--- config.mk ---
export PLATFORM = sky130hd
export DESIGN_NAME = draw_text_box_flat
export DESIGN_NICKNAME = d
export VERILOG_FILES = /design/src/rtl/draw_text_box_if.sv /design/src/rtl/draw_text_box.sv /design/src/flat_wrapper.sv
export SDC_FILE = /design/constraint.sdc
export NUM_CORES = 1
export LEC_CHECK = 0
export BUFFER_PORTS_ARGS = -buffer_cell sky130_fd_sc_hd__clkbuf_2
export CORE_UTILIZATION = 28
export CTS_BUF_LIST = sky130_fd_sc_hd__clkbuf_4 sky130_fd_sc_hd__clkbuf_8
export DETAILED_ROUTE_END_ITERATION = 8
export PLACE_DENSITY = 0.51
export SLEW_MARGIN = 10
export SYNTH_ARGS = -nofsm -noshare
export SYNTH_HDL_FRONTEND = slang
export SYNTH_SLANG_ARGS = --single-unit
export TNS_END_PERCENT = 30
--- constraint.sdc ---
create_clock -name clk -period 3.55 [get_ports clk]
set_input_delay 0.5325 -clock clk [delete_from_list [all_inputs] [get_ports clk]]
set_output_delay 0.5325 -clock clk [all_outputs]
set_load 0.02 [all_outputs]
--- src/rtl/draw_text_box_if.sv ---
// rtl/draw_text_box_if.sv - VGA timing and colour bundle passed between draw stages
interface vga_if;
    logic [10:0] hcount;
    logic [10:0] vcount;
    logic        hsync;
    logic        vsync;
    logic        hblnk;
    logic        vblnk;
    logic [11:0] rgb;

    modport in  (input  hcount, vcount, hsync, vsync, hblnk, vblnk, rgb);
    modport out (output hcount, vcount, hsync, vsync, hblnk, vblnk, rgb);
endinterface

--- src/rtl/draw_text_box.sv ---
// rtl/draw_text_box.sv - text grid overlay with per-frame box origin, blink and cursor
module draw_text_box #(
    parameter int          CHAR_W       = 8,
    parameter int          CHAR_H       = 16,
    parameter int          COLS         = 16,
    parameter int          ROWS         = 16,
    parameter int          SCALE_LOG2   = 0,
    parameter int          X_DEFAULT    = 64,
    parameter int          Y_DEFAULT    = 48,
    parameter logic [11:0] FG_RGB       = 12'h000,
    parameter logic [11:0] BG_RGB       = 12'hFFF,
    parameter int          BLINK_FRAMES = 30
) (
    input  logic                                    clk,
    input  logic                                    rst,
    vga_if.in                                       cifi,
    vga_if.out                                      cifo,
    input  logic [10:0]                             xpos,
    input  logic [10:0]                             ypos,
    input  logic                                    opaque,
    input  logic                                    blink_en,
    input  logic [$clog2(COLS)-1:0]                 cursor_col,
    input  logic [$clog2(ROWS)-1:0]                 cursor_row,
    input  logic                                    cursor_en,
    output logic [$clog2(ROWS)+$clog2(COLS)-1:0]    char_xy,
    output logic [$clog2(CHAR_H)-1:0]               char_line,
    input  logic [0:CHAR_W-1]                       char_pixels
);
    localparam int LC    = $clog2(COLS);
    localparam int LR    = $clog2(ROWS);
    localparam int LW    = $clog2(CHAR_W);
    localparam int LH    = $clog2(CHAR_H);
    localparam int CNT_W = (BLINK_FRAMES > 1) ? $clog2(BLINK_FRAMES) : 1;
    localparam logic [11:0] BOX_W = 12'(COLS * CHAR_W * (1 << SCALE_LOG2));
    localparam logic [11:0] BOX_H = 12'(ROWS * CHAR_H * (1 << SCALE_LOG2));

    typedef struct packed {
        logic [10:0] hcount;
        logic [10:0] vcount;
        logic        hsync;
        logic        vsync;
        logic        hblnk;
        logic        vblnk;
        logic [11:0] rgb;
    } timing_t;

    typedef struct packed {
        logic          in_box;
        logic [LW-1:0] gcol;
        logic          cursor;
        logic          vis;
        logic          opaque;
    } ctl_t;

    logic [10:0]      x0, y0;
    logic             prev_vblnk;
    logic             phase_on;
    logic [CNT_W-1:0] frame_cnt;
    logic             frame_evt;

    assign frame_evt = cifi.vblnk && !prev_vblnk;

    // Origin only moves at the start of vertical blanking so a frame never tears.
    always_ff @(posedge clk) begin
        if (rst) begin
            x0         <= 11'(X_DEFAULT);
            y0         <= 11'(Y_DEFAULT);
            prev_vblnk <= 1'b0;
            phase_on   <= 1'b1;
            frame_cnt  <= '0;
        end else begin
            prev_vblnk <= cifi.vblnk;
            if (frame_evt) begin
                x0 <= xpos;
                y0 <= ypos;
                if (frame_cnt == CNT_W'(BLINK_FRAMES - 1)) begin
                    frame_cnt <= '0;
                    phase_on  <= ~phase_on;
                end else begin
                    frame_cnt <= frame_cnt + CNT_W'(1);
                end
            end
        end
    end

    timing_t     t_in, t1, t2, t3;
    ctl_t        ctl1, ctl2, ctl3;
    logic [10:0] dx, dy, u, v;
    logic [11:0] h_end, v_end;
    logic        in_h, in_v;
    logic [LC-1:0] cell_col;
    logic [LR-1:0] cell_row;

    assign t_in = {cifi.hcount, cifi.vcount, cifi.hsync, cifi.vsync,
                   cifi.hblnk, cifi.vblnk, cifi.rgb};

    assign dx    = cifi.hcount - x0;
    assign dy    = cifi.vcount - y0;
    assign u     = dx >> SCALE_LOG2;
    assign v     = dy >> SCALE_LOG2;
    assign h_end = {1'b0, x0} + BOX_W;
    assign v_end = {1'b0, y0} + BOX_H;

    // An edge past 2047 cannot be reached by an 11-bit counter, so such a box is empty.
    assign in_h = (cifi.hcount >= x0) && ({1'b0, cifi.hcount} < h_end) && !h_end[11];
    assign in_v = (cifi.vcount >= y0) && ({1'b0, cifi.vcount} < v_end) && !v_end[11];

    assign cell_col = LC'(u >> LW);
    assign cell_row = LR'(v >> LH);

    always_ff @(posedge clk) begin
        if (rst) begin
            t1        <= '0;
            t2        <= '0;
            t3        <= '0;
            ctl1      <= '0;
            ctl2      <= '0;
            ctl3      <= '0;
            char_xy   <= '0;
            char_line <= '0;
        end else begin
            t1          <= t_in;
            ctl1.in_box <= in_h && in_v && !cifi.hblnk && !cifi.vblnk;
            ctl1.gcol   <= LW'(u);
            ctl1.cursor <= cursor_en && (cell_col == cursor_col) && (cell_row == cursor_row);
            ctl1.vis    <= !blink_en || phase_on;
            ctl1.opaque <= opaque;
            char_xy     <= {cell_row, cell_col};
            char_line   <= LH'(v);
            t2          <= t1;
            ctl2        <= ctl1;
            t3          <= t2;
            ctl3        <= ctl2;
        end
    end

    // char_pixels lines up with stage 3 because the RAM and ROM add two cycles.
    logic        pix, cur;
    logic [11:0] rgb_next;

    always_comb begin
        pix = char_pixels[ctl3.gcol] && ctl3.vis;
        cur = ctl3.cursor && ctl3.vis;
        if (!ctl3.in_box)
            rgb_next = t3.rgb;
        else if (cur)
            rgb_next = pix ? BG_RGB : FG_RGB;
        else if (pix)
            rgb_next = FG_RGB;
        else if (ctl3.opaque)
            rgb_next = BG_RGB;
        else
            rgb_next = t3.rgb;
    end

    always_ff @(posedge clk) begin
        if (rst) begin
            cifo.hcount <= '0;
            cifo.vcount <= '0;
            cifo.hsync  <= 1'b0;
            cifo.vsync  <= 1'b0;
            cifo.hblnk  <= 1'b0;
            cifo.vblnk  <= 1'b0;
            cifo.rgb    <= '0;
        end else begin
            cifo.hcount <= t3.hcount;
            cifo.vcount <= t3.vcount;
            cifo.hsync  <= t3.hsync;
            cifo.vsync  <= t3.vsync;
            cifo.hblnk  <= t3.hblnk;
            cifo.vblnk  <= t3.vblnk;
            cifo.rgb    <= rgb_next;
        end
    end
endmodule

--- src/flat_wrapper.sv ---
// flat-port wrapper written by rule: the top's interface ports become plain ports
module draw_text_box_flat 
#(
    parameter int          CHAR_W       = 8,
    parameter int          CHAR_H       = 16,
    parameter int          COLS         = 16,
    parameter int          ROWS         = 16,
    parameter int          SCALE_LOG2   = 0,
    parameter int          X_DEFAULT    = 64,
    parameter int          Y_DEFAULT    = 48,
    parameter logic [11:0] FG_RGB       = 12'h000,
    parameter logic [11:0] BG_RGB       = 12'hFFF,
    parameter int          BLINK_FRAMES = 30
)
  (clk, rst, xpos, ypos, opaque, blink_en, cursor_col, cursor_row, cursor_en, char_xy, char_line, char_pixels, cifi_hcount, cifi_vcount, cifi_hsync, cifi_vsync, cifi_hblnk, cifi_vblnk, cifi_rgb, cifo_hcount, cifo_vcount, cifo_hsync, cifo_vsync, cifo_hblnk, cifo_vblnk, cifo_rgb);
  vga_if cifi_i ();
  vga_if cifo_i ();
  input  logic clk;
  input  logic rst;
  input  logic [10:0] xpos;
  input  logic [10:0] ypos;
  input  logic opaque;
  input  logic blink_en;
  input  logic [$clog2(COLS)-1:0] cursor_col;
  input  logic [$clog2(ROWS)-1:0] cursor_row;
  input  logic cursor_en;
  output logic [$clog2(ROWS)+$clog2(COLS)-1:0] char_xy;
  output logic [$clog2(CHAR_H)-1:0] char_line;
  input  logic [0:CHAR_W-1] char_pixels;
  input wire logic [$bits(cifi_i.hcount)-1:0] cifi_hcount;
  input wire logic [$bits(cifi_i.vcount)-1:0] cifi_vcount;
  input wire logic [$bits(cifi_i.hsync)-1:0] cifi_hsync;
  input wire logic [$bits(cifi_i.vsync)-1:0] cifi_vsync;
  input wire logic [$bits(cifi_i.hblnk)-1:0] cifi_hblnk;
  input wire logic [$bits(cifi_i.vblnk)-1:0] cifi_vblnk;
  input wire logic [$bits(cifi_i.rgb)-1:0] cifi_rgb;
  output wire logic [$bits(cifo_i.hcount)-1:0] cifo_hcount;
  output wire logic [$bits(cifo_i.vcount)-1:0] cifo_vcount;
  output wire logic [$bits(cifo_i.hsync)-1:0] cifo_hsync;
  output wire logic [$bits(cifo_i.vsync)-1:0] cifo_vsync;
  output wire logic [$bits(cifo_i.hblnk)-1:0] cifo_hblnk;
  output wire logic [$bits(cifo_i.vblnk)-1:0] cifo_vblnk;
  output wire logic [$bits(cifo_i.rgb)-1:0] cifo_rgb;
  assign cifi_i.hcount = cifi_hcount;
  assign cifi_i.vcount = cifi_vcount;
  assign cifi_i.hsync = cifi_hsync;
  assign cifi_i.vsync = cifi_vsync;
  assign cifi_i.hblnk = cifi_hblnk;
  assign cifi_i.vblnk = cifi_vblnk;
  assign cifi_i.rgb = cifi_rgb;
  assign cifo_hcount = cifo_i.hcount;
  assign cifo_vcount = cifo_i.vcount;
  assign cifo_hsync = cifo_i.hsync;
  assign cifo_vsync = cifo_i.vsync;
  assign cifo_hblnk = cifo_i.hblnk;
  assign cifo_vblnk = cifo_i.vblnk;
  assign cifo_rgb = cifo_i.rgb;
  draw_text_box #(.CHAR_W(CHAR_W), .CHAR_H(CHAR_H), .COLS(COLS), .ROWS(ROWS), .SCALE_LOG2(SCALE_LOG2), .X_DEFAULT(X_DEFAULT), .Y_DEFAULT(Y_DEFAULT), .FG_RGB(FG_RGB), .BG_RGB(BG_RGB), .BLINK_FRAMES(BLINK_FRAMES)) u_core (.clk(clk), .rst(rst), .cifi(cifi_i), .cifo(cifo_i), .xpos(xpos), .ypos(ypos), .opaque(opaque), .blink_en(blink_en), .cursor_col(cursor_col), .cursor_row(cursor_row), .cursor_en(cursor_en), .char_xy(char_xy), .char_line(char_line), .char_pixels(char_pixels));
endmodule
==> metrics.md <==
| Metric | Value |
|---|---|
| Status | finished, violations left |
| Failing checks | design-rule violations |
| Grt ovf | 0 |
| Fraction of layout cells with a size suffix above 1 | 23.77% |
| Syn Area/Cell | 10.35 um2 |
| CP peak stage delay | 0.52 ns |
| Syn. warnings | 0 |
| Synth top area share | 57.06% |
| Die Y | 165.4 um |
| Synth Cell Area | 7473 um2 |
| Avg Vias per Cell | 4.015 |
| Crit-path slowest cell | or4_4 |
| Cell taking the most area after synthesis | dfxtp_1 |
| Clock skew | 0.01247 ns |
| Initial antenna violation count | 0 |
| Sum Neg Setup Slack | 0 ns |
| TritonCTS clock tree | yes |
| LEAKAGE | 4.004 nW |
| Final GP Congestion | 0.8098 |
| Post-Syn Nets | 838 |
| Nets@finish | 980 |
| Max Fclk | 0.3707 GHz |
| WL/cell | 12.77 um |
| Initial Util | 28.60% |
| Main synth FF type | dfxtp_1 |
| Port-buffer cells | 130 |
| Final min period | 2.697 ns |
| Peak supply drop | 0.1667 mV |
| MaxCap Viol Count | 0 |
| Maximum root-to-sink buffer count | 3 |
| Final Hold Violating Endpoints | 0 |
| Critical Path RT | 3.97 ns |
| Slew @ Worst Pin | 0.9106 ns |
| Vias post-DR | 4926 |
| Post-CTS Setup Bufs | 0 |
| Final period util | 75.98% |
| Clk slew on worst S/H paths | 0.06 ns |
| Crit path cell chain | ha_1, inv_1, fa_1, a211oi_1, nor3_1, a311o_1, or4_4, a2111oi_4 |
| CP Launch Type | flip-flop |
| WS Path Type | reg -> reg |
| Worst-path maximum fanout | 3 |
| Pin count of the biggest net entering global routing | 112 |
| Slew margin rel. | 38.89% |
| Wirelength, routed | 15670 um |
| RSZ-0062 raised after global routing | no |
| Final setup violation count | 0 |
| Detailed placer's ending HPWL | 10940 um |
| Cell row count | 59 |
| Core Footprint | 26130 um2 |
| Critical Path Start | u_core.x0[0] |
| Initial drt markers | 185 |
| Unique cell type count in the Yosys netlist | 52 |
| Worst setup EP type | flip-flop |
| First-pass GRT wire length | 24340 um |
| Type of the most critical hold path | in -> reg |
| DRC | 22 |
| Antenna cells | 0 |
| Post-synth EDFFs | 0 |
| R2r startpoint | u_core.x0[0] |
| Root buf cell | clkbuf_8 |
| Area grow syn2layout | 25.57% |
| P per Cell Area | 606.4 nW/um2 |
| Register area share after synthesis | 57.06% |
| Ports | 131 |
| Hold path start | blink_en |
| Placed inst area | 8476 um2 |
| # hold bufs at CTS | 0 |
| Iteration count of the initial detailed-routing pass | 6 |
| DRT antenna net count | 0 |
| CTS sink cnt | 213 |
| Crit path DAT | 3.12 ns |
| Die area | 27350 um2 |
| Vias in the first global route | 4672 |
| Clock latency on the worst-skew pair | 0.52 ns |
| Cells after Synth | 722 |
| Largest cells by area after synthesis | dfxtp_1 57%, nor2b_1 13%, ha_1 5.5%, nand2_1 2.6%, a21oi_1 2.3% |
| GRT Total Usage | 11.55% |
| Synth Register Bits | 213 |
| Cell area after layout | 9384 um2 |
| TritonCTS Buffers | 37 |
| Post-cts sizing count | 0 |
| Pins over their slew limit | 0 |
| Die width | 165.4 um |
| H-tree depth | 2 |
| FFs w/ async S/R, synth | 0% |
[critical path, delay by kind of cell (launching register included)]
kind / cells / cell delay, ns
AO/OA/AOI/OAI: 3 / 0.94
AND/OR/NAND/NOR: 2 / 0.63
adder cells (fa/ha/maj): 2 / 0.61
flip-flops: 1 / 0.33
buffers and inverters: 1 / 0.08
[placed cells by master (no fill, tap or decap), types with 7 or more instances in the layout]
master	instances
o21ai_0	7
clkbuf_8	50
o21a_1	12
clkbuf_2	129
inv_1	31
nand2_1	51
nor2b_1	157
xnor2_1	17
ha_1	33
nor2_1	40
nand2b_1	8
nor3_1	7
a21oi_1	35
xor2_1	8
dfxtp_1	213
clkbuf_4	10
nand3_1	11
[path summary, 6_finish.rpt]
kind | slack, ns | depth (start not counted) | end
min reg2reg | 0.43 | 1 | u_core.cifo.vcount[3]
max reg2reg | 0.85 | 8 | u_core.ctl1[2]
max | 0.85 | 8 | u_core.ctl1[2]
min | 0.20 | 2 | u_core.ctl1[1]
[layer usage]
metal  part of all wire (%)  global-route usage, %
met1                     48                  15.72
met2                     43                  17.12
met3                    6.4                  2.947
met4                    3.0                  5.124
met5                      0                      0
[stage by stage]
step / utilization (%) / hold slack [ns] / setup slack (ns) / instances / power (mW)
detailed placement: 32.43 / 0.4204 / 0.4338 / 1160 / 3.114
finish: 35.91 / 0.1993 / 0.8526 / 1227 / 5.691
global placement: 32.43 / 0.4162 / 0.4387 / 1160 / 3.112
global route: 35.91 / 0.1720 / 0.6808 / 1227 / 5.990
CTS: 35.91 / 0.1613 / 0.8605 / 1227 / 5.799
floorplan: - / 0.4138 / 0.7492 / 722 / 2.939
[kinds of logic (layout without fill, tap and decap cells)]
| group | count (synthesis) | count (layout) | synth area share [%] |
|---|---|---|---|
| and+or+nand+nor | 290 | 290 | 21.18 |
| DFF | 213 | 213 | 57.06 |
| AOI/OAI and AO/OA | 93 | 93 | 8.673 |
| buffers and inverters | 62 | 232 | 3.147 |
| adders and majority gates | 35 | 35 | 6.061 |
| xor gates and xnor gates | 26 | 26 | 3.148 |
| muxes | 3 | 3 | 0.7366 |
[where the power goes]
group          internal (mW)  switching [mW]  total (mW)
combinational          0.225           0.300       0.526
clock                   1.66           0.976        2.64
sequential              2.50          0.0336        2.53
[flip-flops by register name, indices dropped and copies added (netlist names), 4 cells and up]
name and flops:
u_core.y0 11, u_core.t3 38, u_core.char_xy 8, u_core.ctl3 7, u_core.cifo.rgb 12, u_core.x0 11, u_core.cifo.hcount 11, u_core.ctl1 7
u_core.char_line 4, u_core.t2 38, u_core.cifo.vcount 11, u_core.frame_cnt 5, u_core.t1 38, u_core.ctl2 7
[layout make-up]
class	instances	area (um2)
flip-flops and latches	213	4264
clock inverters	7	145.1
multi-input cells	447	2977
clock buffers	60	763.2
well taps	335	419.2
inverters	31	116.4
fillers	2702	16750
repair buffers	134	699.4
[synth_stat cells (4+ instances only)]
cell type,count
a211oi_1,6
clkbuf_1,25
a21oi_1,35
nor2_1,40
nor3_1,7
o21ai_0,7
nand2_1,51
nand4_1,5
a21o_1,6
o21ai_1,4
nand3_1,11
nand2b_1,8
ha_1,33
buf_1,4
dfxtp_1,213
nor2b_1,158
xor2_1,8
inv_1,31
a211o_1,4
xnor2_1,17
o21a_1,12
Note: power is estimated with default switching activity, not from simulation.
